## config.mk

```make
export PLATFORM = sky130hd
export DESIGN_NAME = aha_ahb_code_region_mux
export DESIGN_NICKNAME = d
export VERILOG_FILES = /design/src/rtl/aha_code_region_pkg.sv /design/src/rtl/aha_code_region_decode.sv /design/src/rtl/aha_ahb_code_region_mux.sv
export SDC_FILE = /design/constraint.sdc
export NUM_CORES = 1
export LEC_CHECK = 0
export BUFFER_PORTS_ARGS = -buffer_cell sky130_fd_sc_hd__clkbuf_2
export CELL_PAD_IN_SITES_DETAIL_PLACEMENT = 0
export CELL_PAD_IN_SITES_GLOBAL_PLACEMENT = 1
export CORE_AREA = 3 3 99 101
export CTS_BUF_LIST = sky130_fd_sc_hd__clkbuf_16
export DETAILED_ROUTE_END_ITERATION = 12
export DIE_AREA = 0 0 102 104
export MAX_ROUTING_LAYER = met4
export PLACE_DENSITY = 0.8
export SYNTH_ARGS = -nofsm -noshare
export SYNTH_HDL_FRONTEND = slang
export SYNTH_SLANG_ARGS = --single-unit
```

## constraint.sdc

```tcl
create_clock -name HCLK -period 4 [get_ports HCLK]
set_input_delay 0 -clock HCLK [delete_from_list [all_inputs] [get_ports HCLK]]
set_output_delay 0 -clock HCLK [all_outputs]
set_load 0.1 [all_outputs]
```

## src/rtl/aha_code_region_pkg.sv

```systemverilog
// Purpose: shared types, AHB constants and helpers for the code-region front end.
// Latency: n/a (declarations only).
// Backpressure: n/a.
package aha_code_region_pkg;

    // Data-phase state of the region front end
    typedef enum logic [1:0] {
        ST_IDLE = 2'd0,
        ST_BANK = 2'd1,
        ST_ERR1 = 2'd2,
        ST_ERR2 = 2'd3
    } state_e;

    localparam logic [1:0] HTRANS_IDLE   = 2'b00;
    localparam logic [1:0] HTRANS_BUSY   = 2'b01;
    localparam logic [1:0] HTRANS_NONSEQ = 2'b10;
    localparam logic [1:0] HTRANS_SEQ    = 2'b11;

    localparam logic [1:0] HRESP_OKAY  = 2'b00;
    localparam logic [1:0] HRESP_ERROR = 2'b01;

    // Ceiling log2; returns 0 for n <= 1
    function automatic int clog2(input int n);
        int r;
        r = 0;
        while ((1 << r) < n) begin
            r = r + 1;
        end
        return r;
    endfunction

endpackage

```

## src/rtl/aha_code_region_decode.sv

```systemverilog
// Purpose: code-region address decode into NUM_BANKS equal banks with per-bank write protection.
// Latency: purely combinational, zero cycles.
// Backpressure: none; HSEL/HREADY qualification is applied by the caller.
// Ports: haddr_i/hwrite_i in; hit_o, idx_o, ro_viol_o (write to read-only bank), sel_o (one-hot, unqualified) out.
module aha_code_region_decode #(
    parameter int          NUM_BANKS    = 4,
    parameter int          BANK_ADDR_W  = 16,
    parameter logic [15:0] RO_BANK_MASK = 16'h0000,
    parameter int          IDX_W        = 2
) (
    input  logic [31:0]          haddr_i,
    input  logic                 hwrite_i,
    output logic                 hit_o,
    output logic [IDX_W-1:0]     idx_o,
    output logic                 ro_viol_o,
    output logic [NUM_BANKS-1:0] sel_o
);
    localparam int              TOP_LSB = BANK_ADDR_W + IDX_W;
    localparam logic [IDX_W:0]  NB      = (IDX_W + 1)'(NUM_BANKS);

    assign idx_o = haddr_i[BANK_ADDR_W +: IDX_W];

    // Index values past NUM_BANKS (non-power-of-2 counts) are holes and miss
    assign hit_o     = ((haddr_i >> TOP_LSB) == 32'd0) && ({1'b0, idx_o} < NB);
    assign ro_viol_o = hwrite_i & RO_BANK_MASK[idx_o];

    // A protected bank never sees the write; the default slave answers it instead
    for (genvar i = 0; i < NUM_BANKS; i++) begin : g_sel
        assign sel_o[i] = hit_o && (idx_o == IDX_W'(i)) && !(hwrite_i && RO_BANK_MASK[i]);
    end

endmodule

```

## src/rtl/aha_ahb_code_region_mux.sv

```systemverilog
// Purpose: AHB-Lite code-region front end: bank decode, response mux, default ERROR slave, error counter.
// Latency: zero added cycles for bank hits; error transfers take exactly two data-phase cycles.
// Backpressure: bank HREADYOUT passes straight through; the FSM only advances on HREADY (except ERR1->ERR2).
// Ports: HCLK/HRESET (sync, active-high); AHB slave side HSEL..HADDR in, HREADYOUT/HRESP/HRDATA out;
//        BANK_HSEL one-hot out, BANK_HREADYOUT/HRESP/HRDATA packed per bank in; ERR_CLR in, ERR_COUNT out.
module aha_ahb_code_region_mux #(
    parameter int          NUM_BANKS    = 4,
    parameter int          BANK_ADDR_W  = 16,
    parameter logic [15:0] RO_BANK_MASK = 16'h0000,
    parameter int          ERR_CNT_W    = 16
) (
    input  logic                    HCLK,
    input  logic                    HRESET,
    input  logic                    HSEL,
    input  logic                    HREADY,
    input  logic [1:0]              HTRANS,
    input  logic [2:0]              HSIZE,
    input  logic                    HWRITE,
    input  logic [31:0]             HADDR,
    output logic                    HREADYOUT,
    output logic [1:0]              HRESP,
    output logic [31:0]             HRDATA,
    output logic [NUM_BANKS-1:0]    BANK_HSEL,
    input  logic [NUM_BANKS-1:0]    BANK_HREADYOUT,
    input  logic [2*NUM_BANKS-1:0]  BANK_HRESP,
    input  logic [32*NUM_BANKS-1:0] BANK_HRDATA,
    input  logic                    ERR_CLR,
    output logic [ERR_CNT_W-1:0]    ERR_COUNT
);
    import aha_code_region_pkg::*;

    localparam int IDX_W_RAW = clog2(NUM_BANKS);
    localparam int IDX_W     = (IDX_W_RAW < 1) ? 1 : IDX_W_RAW;

    logic                 hit;
    logic [IDX_W-1:0]     idx;
    logic                 ro_viol;
    logic [NUM_BANKS-1:0] dec_sel;
    logic                 ap_valid;
    logic                 err;
    logic                 err_inc;

    state_e               state_q, state_d;
    logic [IDX_W-1:0]     dp_idx_q, dp_idx_d;
    logic [ERR_CNT_W-1:0] err_cnt_q, err_cnt_d;

    logic                 bank_rdy;
    logic [1:0]           bank_resp;
    logic [31:0]          bank_rdata;

    aha_code_region_decode #(
        .NUM_BANKS    (NUM_BANKS),
        .BANK_ADDR_W  (BANK_ADDR_W),
        .RO_BANK_MASK (RO_BANK_MASK),
        .IDX_W        (IDX_W)
    ) u_decode (
        .haddr_i   (HADDR),
        .hwrite_i  (HWRITE),
        .hit_o     (hit),
        .idx_o     (idx),
        .ro_viol_o (ro_viol),
        .sel_o     (dec_sel)
    );

    // Banks qualify with HREADY themselves, so the select is not gated here
    assign BANK_HSEL = {NUM_BANKS{HSEL}} & dec_sel;
    assign ap_valid  = HSEL & HREADY & HTRANS[1];
    assign err       = ap_valid & (~hit | ro_viol);

    always_comb begin
        state_d  = state_q;
        dp_idx_d = dp_idx_q;
        err_inc  = 1'b0;
        if (state_q == ST_ERR1) begin
            // Our own HREADYOUT is low here, so HREADY cannot gate this step
            state_d = ST_ERR2;
        end else if (HREADY) begin
            if (err) begin
                state_d = ST_ERR1;
                err_inc = 1'b1;
            end else if (ap_valid && hit) begin
                state_d  = ST_BANK;
                dp_idx_d = idx;
            end else begin
                state_d = ST_IDLE;
            end
        end
    end

    always_comb begin
        err_cnt_d = err_cnt_q;
        if (ERR_CLR) begin
            err_cnt_d = '0;
        end else if (err_inc && !(&err_cnt_q)) begin
            err_cnt_d = err_cnt_q + ERR_CNT_W'(1);
        end
    end

    always_ff @(posedge HCLK) begin
        if (HRESET) begin
            state_q   <= ST_IDLE;
            dp_idx_q  <= '0;
            err_cnt_q <= '0;
        end else begin
            state_q   <= state_d;
            dp_idx_q  <= dp_idx_d;
            err_cnt_q <= err_cnt_d;
        end
    end

    always_comb begin
        bank_rdy   = 1'b0;
        bank_resp  = HRESP_OKAY;
        bank_rdata = '0;
        for (int i = 0; i < NUM_BANKS; i++) begin
            if (dp_idx_q == IDX_W'(i)) begin
                bank_rdy   = BANK_HREADYOUT[i];
                bank_resp  = BANK_HRESP[2*i +: 2];
                bank_rdata = BANK_HRDATA[32*i +: 32];
            end
        end
    end

    always_comb begin
        HREADYOUT = 1'b1;
        HRESP     = HRESP_OKAY;
        HRDATA    = '0;
        case (state_q)
            ST_BANK: begin
                HREADYOUT = bank_rdy;
                HRESP     = {1'b0, bank_resp[0]};
                HRDATA    = bank_rdata;
            end
            ST_ERR1: begin
                HREADYOUT = 1'b0;
                HRESP     = HRESP_ERROR;
            end
            ST_ERR2: begin
                HREADYOUT = 1'b1;
                HRESP     = HRESP_ERROR;
            end
            default: begin
                HREADYOUT = 1'b1;
            end
        endcase
    end

    assign ERR_COUNT = err_cnt_q;

    // HSIZE is routed to the banks outside this block; bit 1 of HRESP is always zero
    logic unused_ok;
    assign unused_ok = ^{HSIZE, HTRANS[0], bank_resp[1]};

endmodule

```

==> tab_implementation.tex, run 1 <==
\begin{tabular}{lr}
\hline
Metric & Value \\
\hline
\multicolumn{2}{l}{\textbf{Status}} \\
\quad Outcome & finished clean \\
\multicolumn{2}{l}{\textbf{CTS}} \\
\quad Total of cells resized after clock tree synthesis & 0 \\
\quad Clk Latency, worst-skew pair & roughly 0.25 ns \\
\quad CTS sink count & 20 \\
\quad Clock slew at the register clock pins of the worst setup and hold paths & about 0.050 ns \\
\quad Total CTS buffers & 3 \\
\quad Buffers from clock root to sink, at most & 2 \\
\quad Number of setup buffers added after CTS & 0 \\
\quad Hold\_buf cts & 0 \\
\quad Number of levels the H-tree was split into & 1 \\
\quad Clock tree from TritonCTS & done \\
\quad Root buffer cell & clkbuf\_16 \\
\multicolumn{2}{l}{\textbf{Pwr}} \\
\quad Leak & approximately 0.0015 uW \\
\quad Total power density per cell area & between 150 and 200 nW/um2 \\
\quad Peak ir drop on the vdd network & between 0.1 and 0.15 mV \\
\multicolumn{2}{l}{\textbf{STA}} \\
\quad Skew final & roughly 0.0027 ns \\
\quad Max-slew violation count & 0 \\
\quad Relative max-transition margin & 0.385 \\
\quad Final period demand of the worst path & between 2 and 3 ns \\
\quad Final setup fails & 0 \\
\quad Unrepaired setup endpoints after global routing & no \\
\quad Share of the cycle needed by the critical path after routing & 0.636 \\
\quad Total negative slack & 0 ns \\
\quad Slew of the pin with the lowest slew margin & 0.914 ns \\
\quad Maximum clock frequency & about 390 MHz \\
\quad Final hold violations & 0 \\
\multicolumn{2}{l}{\textbf{Global routing}} \\
\quad Global-route congestion overflow total & 0 \\
\quad First-pass GRT wire length & approximately 13000 um \\
\quad Pin count of the biggest net entering global routing & 36 \\
\quad Aggregate global-route resource usage & 0.159 \\
\quad Initial antenna violation count & 0 \\
\quad Vias in the first global route & $\sim$2600 \\
\multicolumn{2}{l}{\textbf{Place}} \\
\quad Count of input and output buffers & approximately 210 \\
\quad Global placement routability congestion & 0.915 \\
\quad Final HPWL DP & between 7000 and 8000 um \\
\multicolumn{2}{l}{\textbf{Finish}} \\
\quad Antenna diodes & 0 \\
\quad \# nets final & $\sim$600 \\
\quad P\&R area growth vs syn & 57.0\% \\
\quad Fillers & around 950 \\
\quad Fraction of final layout cells with drive strength greater than 1 & 0.610 \\
\quad Post-Route Utilization & 0.366 \\
\multicolumn{2}{l}{\textbf{Routing}} \\
\quad Routed wire length & about 9000 um \\
\quad Avg WL per Cell & 16.9 um \\
\quad Routed Antenna Nets & 0 \\
\quad Count of vias placed by the detailed router & 2612 \\
\quad Detailed Route Iter0 Violations & 63 \\
\quad Vias per std cell & around 4.9 \\
\quad Number of design rule violations left after detail routing & 0 \\
\quad Length of the first detailed-routing pass in iterations & 4 \\
\multicolumn{2}{l}{\textbf{Yosys}} \\
\quad Number of instances in the synthesized netlist & approximately 220 \\
\quad Sequential share of the synthesized area & 0.189 \\
\quad Yosys synthesis warning count & 0 \\
\quad Number of synthesized register bits & 20 \\
\quad Synth Cell Area & between 2000 and 2500 um2 \\
\quad Async S/R FF share, synth & 0 \\
\quad Top FF cell, synth & dfxtp\_1 \\
\quad Number of enable-type register cells in the synthesized netlist & 0 \\
\quad Total nets after synthesis & $\sim$400 \\
\quad Number of distinct library cells after synthesis & 38 \\
\quad Average instance area after synthesis & between 9 and 10 um2 \\
\multicolumn{2}{l}{\textbf{Worst setup path}} \\
\quad Critical path capture point type & output port \\
\quad Crit start category & flip-flop \\
\quad Critical path type & flip-flop to output port \\
\quad Top fanout value on the critical path & 21 \\
\quad Crit path DAT & 2.54 ns \\
\quad Required time reported for the critical path endpoint & 4.00 ns \\
\multicolumn{2}{l}{\textbf{Run}} \\
\quad Reported max-cap violation count & 0 \\
\multicolumn{2}{l}{\textbf{Die}} \\
\quad Number of primary I/O pins & 238 \\
\quad Die footprint & roughly 11000 um2 \\
\quad Initial standard-cell utilization of the core & 0.233 \\
\quad Height of the chip & 104 um \\
\quad Placeable Area & about 9100 um2 \\
\quad Number of standard-cell rows in the floorplan & 35 \\
\quad Horizontal die dimension & 102 um \\
\multicolumn{2}{l}{\textbf{Hold path}} \\
\quad Worst min path class & input pin to flip-flop \\
\hline
\end{tabular}
[worst max-delay path: stages, from the launching register on]
cell and delay, ns:
dfxtp_2 0.77, buf_4 0.42, mux4_2 0.55, nor2b_1 0.15, clkbuf_2 0.39
[flip-flops by register name, summed over array words and instances, names as in the netlist]
signal,flops
ERR_COUNT,16
dp_idx_q,2
state_q,2
[layout make-up]
cell class	instances	area, um2	share of cell area
clock buffers	3	75.1	0.0225
well taps	111	139	0.0417
repair buffers	214	1080	0.323
flip-flops and latches	20	402	0.120
multi-input cells	178	1630	0.489
clock inverters	1	3.75	0.00113
inverters	2	7.51	0.00225
[cell usage after synthesis, drive strengths merged (5+ instances only)]
library cell  number  area (um2)
o31ai              6        45.0
or4                6        45.0
nor2b             33         206
nor2              11        41.3
buf                9        52.6
nand2             13        48.8
clkbuf             9        33.8
or3                7        43.8
o21ai              8        40.0
a21oi             14        70.1
nor4               5        31.3
mux4              34         766
nand3              7        35.0
dfxtp             20         400
nand4              5        31.3
[metrics by stage]
step	instances	power [uW]	hold WS (ns)	cell area, um2	setup slack (ns)
after floorplan	218	356	0.0691	2120	1.03
after global placement	525	449	0.262	3260	1.67
after detailed placement	525	453	0.275	3260	1.66
after CTS	529	659	0.0115	3330	1.38
after global routing	529	682	0.0217	3330	1.27
final	529	652	0.00609	3330	1.46
[where the power goes]
part	internal [uW]	switching [uW]
clock network	133	71.2
registers	201	1.56
logic	96.7	149
[kinds of logic (layout without fill, tap and decap cells)]
logic type	count (synthesis)	count (layout)	share of synthesized area
adder cells (fa/ha/maj)	1	1	0.00589
XOR/XNOR	1	1	0.00413
buffers and inverters	20	220	0.0442
flip-flops	20	20	0.189
AND/OR/NAND/NOR	103	103	0.282
multiplexers	34	34	0.361
AO/OA/AOI/OAI	38	38	0.113
other	1	1	0.00177
[worst paths after layout]
kind,depth (start not counted),to,slack [ns],startpoint
hold / removal,2,dp_idx_q[0]$_SDFFE_PP0P_,0.006,HRESET
setup / recovery,4,HRDATA[5],1.46,dp_idx_q[0]$_SDFFE_PP0P_
setup reg to reg,5,ERR_COUNT[0]$_SDFFE_PP0P_,1.84,ERR_COUNT[3]$_SDFFE_PP0P_
hold reg to reg,2,ERR_COUNT[10]$_SDFFE_PP0P_,0.51,ERR_COUNT[10]$_SDFFE_PP0P_
[placed cells by master (no fill, tap or decap), drive strengths merged, types with 2 or more instances in the layout]
cell type,netlist,layout
clkbuf,9,214
or3,7,7
nor2,11,11
nand4,5,5
inv,2,2
nand2b,2,2
nor3b,2,2
or4,6,6
o21ai,8,8
nor2b,33,33
a21oi,14,14
nor4,5,5
nand2,13,13
a41o,3,3
buf,9,3
nor3,4,4
mux4,34,34
nand3,7,7
dfxtp,20,20
and3,3,3
and4,4,4
o31ai,6,6
[metal layers]
metal / GRT usage / part of all wire / up-vias
met5: - / 0 / -
met4: 0.0525 / 0.028 / 0
met3: 0.0309 / 0.082 / 19
met2: 0.287 / 0.51 / 108
met1: 0.171 / 0.38 / 1222
li1: - / - / 1263
No activity file was read; power rests on OpenSTA's default activity.
==> inputs of run 2 (changes only) <==
ABC_AREA = 1   (was default)
CORE_AREA = 3 3 108 110   (was 3 3 99 101)
DIE_AREA = 0 0 111 113   (was 0 0 102 104)
PLACE_DENSITY = 0.78   (was 0.8)
clock period = 2.42 ns   (was 4 ns; I/O delays follow)
==> tab_implementation.tex, run 2 <==
\begin{tabular}{lr}
\hline
Metric & Value \\
\hline
\multicolumn{2}{l}{\textbf{Finish}} \\
\quad Largest register FFs & 16 (unchanged) \\
\quad Fillers & 1164 (+22\%) \\
\quad Leading cell type in the layout, fill and taps excluded & clkbuf\_2 \\
\quad Antenna diodes & 0 (unchanged) \\
\quad Most frequent cells in the layout & clkbuf\_2 (177), nand2\_1 (78), nor2\_1 (50) \\
\quad P\&R area growth vs syn & 73.9\% \\
\quad Fraction of final layout cells with drive strength greater than 1 & 0.432 (-0.178) \\
\quad Non-filler instance count after layout & 740 (+40\%) \\
\quad \# nets final & 785 (+30\%) \\
\multicolumn{2}{l}{\textbf{Routing}} \\
\quad Count of vias placed by the detailed router & 3444 (+32\%) \\
\quad Routed wire length & 10700 um (+20\%) \\
\quad Number of design rule violations left after detail routing & 0 (unchanged) \\
\quad Vias per std cell & 4.65 (-5.7\%) \\
\quad Routed Antenna Nets & 0 (unchanged) \\
\quad Length of the first detailed-routing pass in iterations & 4 (unchanged) \\
\quad Avg WL per Cell & 14.5 um (-14\%) \\
\quad Detailed Route Iter0 Violations & 185 (+190\%) \\
\multicolumn{2}{l}{\textbf{Place}} \\
\quad Inst Count DP & 735 (+40\%) \\
\quad Final HPWL DP & 8920 um (+17\%) \\
\quad Global placement routability congestion & 1.01 (+11\%) \\
\quad Count of input and output buffers & 211 (unchanged) \\
\multicolumn{2}{l}{\textbf{Worst setup path}} \\
\quad Crit start category & flip-flop \\
\quad Startpoint of the lowest-slack register-to-register path & ERR\_COUNT[0]\$\_SDFFE\_PP0P\_ \\
\quad Worst reg2reg endpoint & ERR\_COUNT[0]\$\_SDFFE\_PP0P\_ \\
\quad R2R depth & 10 (+5) \\
\quad Cell type group with the largest total delay on the critical path & buffers and inverters \\
\quad Top fanout value on the critical path & 14 (-33\%) \\
\quad Crit path DAT & 2.18 ns (-0.36 ns) \\
\quad Critical path type & flip-flop to output port \\
\quad Sum of buffers and inverters on the critical path & 3 (+1) \\
\quad Worst reg2reg setup slack & 0.71 ns (-1.13 ns) \\
\quad Worst-path cell chain & inv\_2, nor2\_1, inv\_1, o221ai\_1, a21oi\_1, buf\_12 \\
\quad Critical path capture point type & output port \\
\quad Slowest stage cell on the critical path & dfxtp\_1 \\
\quad Slowest cell delay on critical path & 0.61 ns (-0.16 ns) \\
\quad Required time reported for the critical path endpoint & 2.42 ns (-1.58 ns) \\
\multicolumn{2}{l}{\textbf{STA}} \\
\quad Maximum clock frequency & 458 MHz \\
\quad Max-slew violation count & 0 (unchanged) \\
\quad Unrepaired setup endpoints after global routing & no \\
\quad Slew of the pin with the lowest slew margin & 0.693 ns (-0.222 ns) \\
\quad Total negative slack & 0 ns (unchanged) \\
\quad Worst hold margin & 0.0112 ns (+0.00515 ns) \\
\quad Relative max-transition margin & 0.538 (+0.153) \\
\quad Skew final & 0.00529 ns (+0.00258 ns) \\
\quad Final setup fails & 0 (unchanged) \\
\quad Share of the cycle needed by the critical path after routing & 0.901 \\
\quad Final period demand of the worst path & 2.18 ns \\
\quad Final hold violations & 0 (unchanged) \\
\multicolumn{2}{l}{\textbf{Hold path}} \\
\quad End point of the most critical hold path & ERR\_COUNT[1]\$\_SDFFE\_PP0P\_ \\
\quad Number of cells traversed by the worst hold path & 4 (+2) \\
\quad Worst min path class & input pin to flip-flop \\
\quad Start point of the worst hold path & ERR\_CLR \\
\multicolumn{2}{l}{\textbf{Global routing}} \\
\quad First-pass GRT wire length & 17200 um (+31\%) \\
\quad Pin count of the biggest net entering global routing & 41 (+14\%) \\
\quad Global-route congestion overflow total & 0 (unchanged) \\
\quad Vias in the first global route & 3531 (+37\%) \\
\quad Aggregate global-route resource usage & 0.169 (+0.0101) \\
\quad Initial antenna violation count & 0 (unchanged) \\
\multicolumn{2}{l}{\textbf{Yosys}} \\
\quad List of most frequent post-synthesis cells & nand2\_1 (78), nor2\_1 (51), nand3\_1 (48) \\
\quad Top FF cell, synth & dfxtp\_1 \\
\quad Synth Cell Area & 2370 um2 (+12\%) \\
\quad Async S/R FF share, synth & 0 (unchanged) \\
\quad Number of distinct library cells after synthesis & 34 (-11\%) \\
\quad Fraction of synthesized cell area taken by the top area cell type & 0.169 (-0.192) \\
\quad Total nets after synthesis & 586 (+46\%) \\
\quad Number of instances in the synthesized netlist & 402 (+84\%) \\
\quad Leading cell type by number of instances after synthesis & nand2\_1 \\
\quad Number of synthesized register bits & 20 (unchanged) \\
\quad Ranking of synthesized cells by area & dfxtp\_1 (17\%), nand2\_1 (12\%), nand3\_1 (10\%), nor2\_1 (8.1\%), o21ai\_0 (6.8\%) \\
\quad Post-synthesis cell type with the largest combined area & dfxtp\_1 \\
\quad Sequential share of the synthesized area & 0.169 (-0.0198) \\
\quad Number of enable-type register cells in the synthesized netlist & 0 (unchanged) \\
\quad Average instance area after synthesis & 5.90 um2 (-39\%) \\
\quad Yosys synthesis warning count & 0 (unchanged) \\
\multicolumn{2}{l}{\textbf{CTS}} \\
\quad Buffers from clock root to sink, at most & 2 (unchanged) \\
\quad Root buffer cell & clkbuf\_16 \\
\quad Total of cells resized after clock tree synthesis & 0 (unchanged) \\
\quad Total CTS buffers & 3 (unchanged) \\
\quad Clk Latency, worst-skew pair & 0.26 ns (about the same) \\
\quad Clock tree from TritonCTS & done \\
\quad Clock slew at the register clock pins of the worst setup and hold paths & 0.06 ns (about the same) \\
\quad Number of levels the H-tree was split into & 1 (unchanged) \\
\quad CTS sink count & 20 (unchanged) \\
\multicolumn{2}{l}{\textbf{Pwr}} \\
\quad Total power density per cell area & 267 nW/um2 (+37\%) \\
\quad Leak & 0.00204 uW (+35\%) \\
\quad Peak ir drop on the vdd network & 0.212 mV (+73\%) \\
\multicolumn{2}{l}{\textbf{Die}} \\
\quad Number of standard-cell rows in the floorplan & 38 (+8.6\%) \\
\quad Die footprint & 12500 um2 (+18\%) \\
\quad Number of primary I/O pins & 238 (unchanged) \\
\quad Initial standard-cell utilization of the core & 0.220 (-0.0133) \\
\quad Horizontal die dimension & 111 um (+8.8\%) \\
\quad Placeable Area & 10800 um2 (+18\%) \\
\quad Height of the chip & 113 um (+8.7\%) \\
\multicolumn{2}{l}{\textbf{Status}} \\
\quad Outcome & finished clean \\
\multicolumn{2}{l}{\textbf{Run}} \\
\quad Reported max-cap violation count & 0 (unchanged) \\
\hline
\end{tabular}
-- run 2: cell types whose count changed after synthesis, sizes merged, moves of 9 or more --
cell    before  now
nand2       13   86
nor2        11   56
nand3        7   48
inv          2   41
mux4        34    0
nor2b       33    0
o21ai        8   36
o211ai       1   18
a21oi       14   26
o221ai       0    9
-- run 2: cell type report --
cell class,instances,area (um2),area share
timing repair buffer,219,1630,0.395
tap,140,175,0.0424
inverter,41,154,0.0373
clock inverter,1,3.75,0.000910
clock buffer,3,75.1,0.0182
sequential,20,400,0.0970
multi-input combinational,316,1690,0.409
-- run 2: power breakdown --
part	switching (uW)	internal, uW	leakage (uW)
sequential	2.28	332	0.000161
clock	127	220	0.0000385
combinational	238	184	0.00184
-- run 2: logic make-up (layout without fill, tap and decap cells) --
logic type | after synthesis | in the layout | share of synthesized area
fa+ha+maj | 1 | 1 | 0.00527
buf+inv | 66 | 264 | 0.120
flops | 20 | 20 | 0.169
other cells | 1 | 1 | 0.00158
simple gates | 200 | 200 | 0.383
xor+xnor | 14 | 14 | 0.0517
compound gates | 100 | 100 | 0.270
-- run 2: stage by stage --
step / total power (uW) / utilization / cell area [um2] / setup slack [ns]
after global routing: 1150 / 0.382 / 4130 / 0.0331
after CTS: 1110 / 0.382 / 4130 / 0.227
after detailed placement: 764 / 0.374 / 4040 / 0.483
after global placement: 758 / 0.374 / 4040 / 0.513
final: 1100 / 0.382 / 4130 / 0.239
after floorplan: 548 / - / 2370 / 0.0000340
-- run 2: per-layer routing --
| layer | vias up | global-route usage | part of all wire |
|---|---|---|---|
| li1 | 1737 | - | - |
| met5 | - | - | 0 |
| met4 | 0 | 0.0411 | 0.016 |
| met3 | 13 | 0.0225 | 0.062 |
| met1 | 1554 | 0.194 | 0.41 |
| met2 | 140 | 0.311 | 0.52 |
-- run 2: timing repair --
action / 4_1_cts / 5_1_grt
hold buffers: 1 / 0
setup buffers: 0 / 0
endpoints found under the hold margin: 2 / 0
-- run 2: worst max path at each step --
stage,start,endpoint,depth (start not counted)
floorplan,dp_idx_q[0]$_SDFFE_PP0P_,HRDATA[17],6
global placement,dp_idx_q[1]$_SDFFE_PP0P_,HRDATA[21],8
detailed placement,dp_idx_q[1]$_SDFFE_PP0P_,HRDATA[29],8
CTS,dp_idx_q[1]$_SDFFE_PP0P_,HRDATA[21],8
global route,dp_idx_q[1]$_SDFFE_PP0P_,HRDATA[28],6
finish,dp_idx_q[1]$_SDFFE_PP0P_,HRDATA[28],6
-- run 2: worst min-delay path, stage by stage --
cell	delay, ns
clkbuf_2	0.08
nor2_1	0.04
o21ai_0	0.06
nor2_1	0.04
==> inputs of run 3 (changes only) <==
BUFFER_PORTS_ARGS = default   (was -buffer_cell sky130_fd_sc_hd__clkbuf_2)
CORE_AREA = 3 3 92 94   (was 3 3 108 110)
DIE_AREA = 0 0 95 97   (was 0 0 111 113)
DONT_BUFFER_PORTS = 1   (was default)
PLACE_DENSITY = 0.62   (was 0.78)
==> tab_implementation.tex, run 3 (synthesis results as in run 2) <==
\begin{tabular}{lr}
\hline
Metric & Value \\
\hline
\multicolumn{2}{l}{\textbf{Worst setup path}} \\
\quad Top fanout value on the critical path & 21 (+7) \\
\quad Critical path type & flip-flop to output port \\
\quad Critical path capture point type & output port \\
\quad Crit path DAT & 2.23 ns (+0.05 ns) \\
\quad Crit start category & flip-flop \\
\quad Required time reported for the critical path endpoint & 2.42 ns (about the same) \\
\multicolumn{2}{l}{\textbf{CTS}} \\
\quad Total CTS buffers & 3 (unchanged) \\
\quad Clk Latency, worst-skew pair & 0.25 ns (about the same) \\
\quad Clock tree from TritonCTS & done \\
\quad Number of setup buffers added after CTS & 0 (unchanged) \\
\quad Buffers from clock root to sink, at most & 2 (unchanged) \\
\quad Number of levels the H-tree was split into & 1 (unchanged) \\
\quad CTS sink count & 20 (unchanged) \\
\quad Root buffer cell & clkbuf\_16 \\
\quad Clock slew at the register clock pins of the worst setup and hold paths & 0.05 ns (about the same) \\
\multicolumn{2}{l}{\textbf{Die}} \\
\quad Die footprint & 9220 um2 (-27\%) \\
\quad Placeable Area & 7730 um2 (-28\%) \\
\quad Number of primary I/O pins & 238 (unchanged) \\
\quad Number of standard-cell rows in the floorplan & 32 (-16\%) \\
\quad Horizontal die dimension & 95 um (-14\%) \\
\quad Initial standard-cell utilization of the core & 0.307 (+0.0872) \\
\quad Height of the chip & 97 um (-14\%) \\
\multicolumn{2}{l}{\textbf{Finish}} \\
\quad Leading cell type in the layout, fill and taps excluded & nand2\_1 \\
\quad Antenna diodes & 0 (unchanged) \\
\quad \# nets final & 630 (-20\%) \\
\quad Area of all placed cells without fillers & 3430 um2 (-17\%) \\
\quad P\&R area growth vs syn & 44.5\% \\
\quad Most frequent cells in the layout & nand2\_1 (78), nand3\_1 (48), nor2\_1 (41) \\
\quad Fillers & 807 (-31\%) \\
\quad Fraction of final layout cells with drive strength greater than 1 & 0.270 (-0.161) \\
\quad Largest register FFs & 16 (unchanged) \\
\quad Post-Route Utilization & 0.444 (+0.0613) \\
\multicolumn{2}{l}{\textbf{Global routing}} \\
\quad First-pass GRT wire length & 13500 um (-22\%) \\
\quad Global-route congestion overflow total & 0 (unchanged) \\
\quad Pin count of the biggest net entering global routing & 31 (-24\%) \\
\quad Vias in the first global route & 2715 (-23\%) \\
\quad Initial antenna violation count & 0 (unchanged) \\
\quad Aggregate global-route resource usage & 0.185 (+0.0163) \\
\multicolumn{2}{l}{\textbf{Routing}} \\
\quad Routed Antenna Nets & 0 (unchanged) \\
\quad Length of the first detailed-routing pass in iterations & 4 (unchanged) \\
\quad Avg WL per Cell & 16.4 um (+13\%) \\
\quad Number of design rule violations left after detail routing & 0 (unchanged) \\
\quad Detailed Route Iter0 Violations & 90 (-51\%) \\
\quad Count of vias placed by the detailed router & 2857 (-17\%) \\
\quad Routed wire length & 8940 um (-17\%) \\
\quad Vias per std cell & 5.23 (+12\%) \\
\multicolumn{2}{l}{\textbf{Hold path}} \\
\quad Worst min path class & input pin to flip-flop \\
\multicolumn{2}{l}{\textbf{Status}} \\
\quad Outcome & finished clean \\
\multicolumn{2}{l}{\textbf{Place}} \\
\quad Area of placed instances & 3300 um2 (-18\%) \\
\quad Final HPWL DP & 7290 um (-18\%) \\
\quad Global placement routability congestion & 0.832 (-18\%) \\
\quad Count of input and output buffers & 0 (-100\%) \\
\multicolumn{2}{l}{\textbf{STA}} \\
\quad Unrepaired setup endpoints after global routing & no \\
\quad Share of the cycle needed by the critical path after routing & 0.921 (+0.0196) \\
\quad Final period demand of the worst path & 2.23 ns (+0.0474 ns) \\
\quad Final hold violations & 0 (unchanged) \\
\quad Total negative slack & 0 ns (unchanged) \\
\quad Max-slew violation count & 0 (unchanged) \\
\quad Maximum clock frequency & 449 MHz (-2.1\%) \\
\quad Relative max-transition margin & 0.539 (+0.00140) \\
\quad Skew final & 0.00274 ns (-0.00255 ns) \\
\quad Final setup fails & 0 (unchanged) \\
\quad Slew of the pin with the lowest slew margin & 0.691 ns (-0.00209 ns) \\
\multicolumn{2}{l}{\textbf{Pwr}} \\
\quad Peak ir drop on the vdd network & 0.274 mV (+29\%) \\
\quad Leak & 0.00141 uW (-31\%) \\
\quad Total power density per cell area & 286 nW/um2 (+6.8\%) \\
\multicolumn{2}{l}{\textbf{Run}} \\
\quad Reported max-cap violation count & 0 (unchanged) \\
\hline
\end{tabular}
==> run 3: cell count changes in the layout (fill, tap and decap cells not counted), moves of 4 or more <==
cell           previous run  this run
a21oi_1                  16         6
dlygate4sd3_1             1         5
nor2_2                    2        11
nor2_1                   50        41
a21oi_2                  10        20
buf_4                     7        25
clkbuf_2                177         0
==> run 3: layout make-up <==
class	count	area, um2	share of cell area
well taps	102	128	0.0372
clock buffers	3	75.1	0.0219
inverters	41	154	0.0449
repair buffers	64	918	0.268
multi-input cells	316	1750	0.511
flip-flops and latches	20	400	0.117
==> run 3: worst paths after layout <==
path	start	end	slack, ns	depth (start not counted)
setup / recovery	dp_idx_q[0]$_SDFFE_PP0P_	HRDATA[28]	0.19	7
hold / removal	HREADY	state_q[1]$_SDFFE_PP0P_	0.03	3
setup reg to reg	ERR_COUNT[0]$_SDFFE_PP0P_	ERR_COUNT[7]$_SDFFE_PP0P_	0.79	10
hold reg to reg	state_q[1]$_SDFFE_PP0P_	state_q[1]$_SDFFE_PP0P_	0.51	2
==> run 3: worst max-delay path: stages (launching register included) <==
cell and delay, ns:
dfxtp_1 0.61, nor2_1 0.07, buf_4 0.22, inv_1 0.35, or2_2 0.18, o221ai_1 0.13
a21oi_2 0.21, buf_12 0.20
==> run 3: where the power goes <==
| group | internal (uW) | switching [uW] |
|---|---|---|
| logic | 103 | 203 |
| clock network | 218 | 121 |
| registers | 332 | 1.63 |
==> run 3: stage by stage <==
| step | total power [uW] | hold WS, ns | setup slack (ns) | instances |
|---|---|---|---|---|
| after floorplan | 548 | 0.0691 | 0.0000340 | 402 |
| after global placement | 640 | 0.0719 | 0.494 | 538 |
| after detailed placement | 642 | 0.0734 | 0.478 | 538 |
| after CTS | 992 | 0.0185 | 0.195 | 546 |
| after global routing | 1020 | 0.0876 | 0.0326 | 546 |
| final | 979 | 0.0304 | 0.191 | 546 |
==> run 3: what timing repair did <==
item | CTS | global route
endpoints found under the hold margin | 5 | 0
gates resized for setup | 0 | 0
hold buffers | 5 | 0
==> run 3: layer usage <==
layer  share of wire  wire (um)  track usage
met1            0.36       3220        0.185
met2            0.55       4920        0.364
met3           0.077        691       0.0303
met4           0.011        102       0.0422
met5               0          0            -
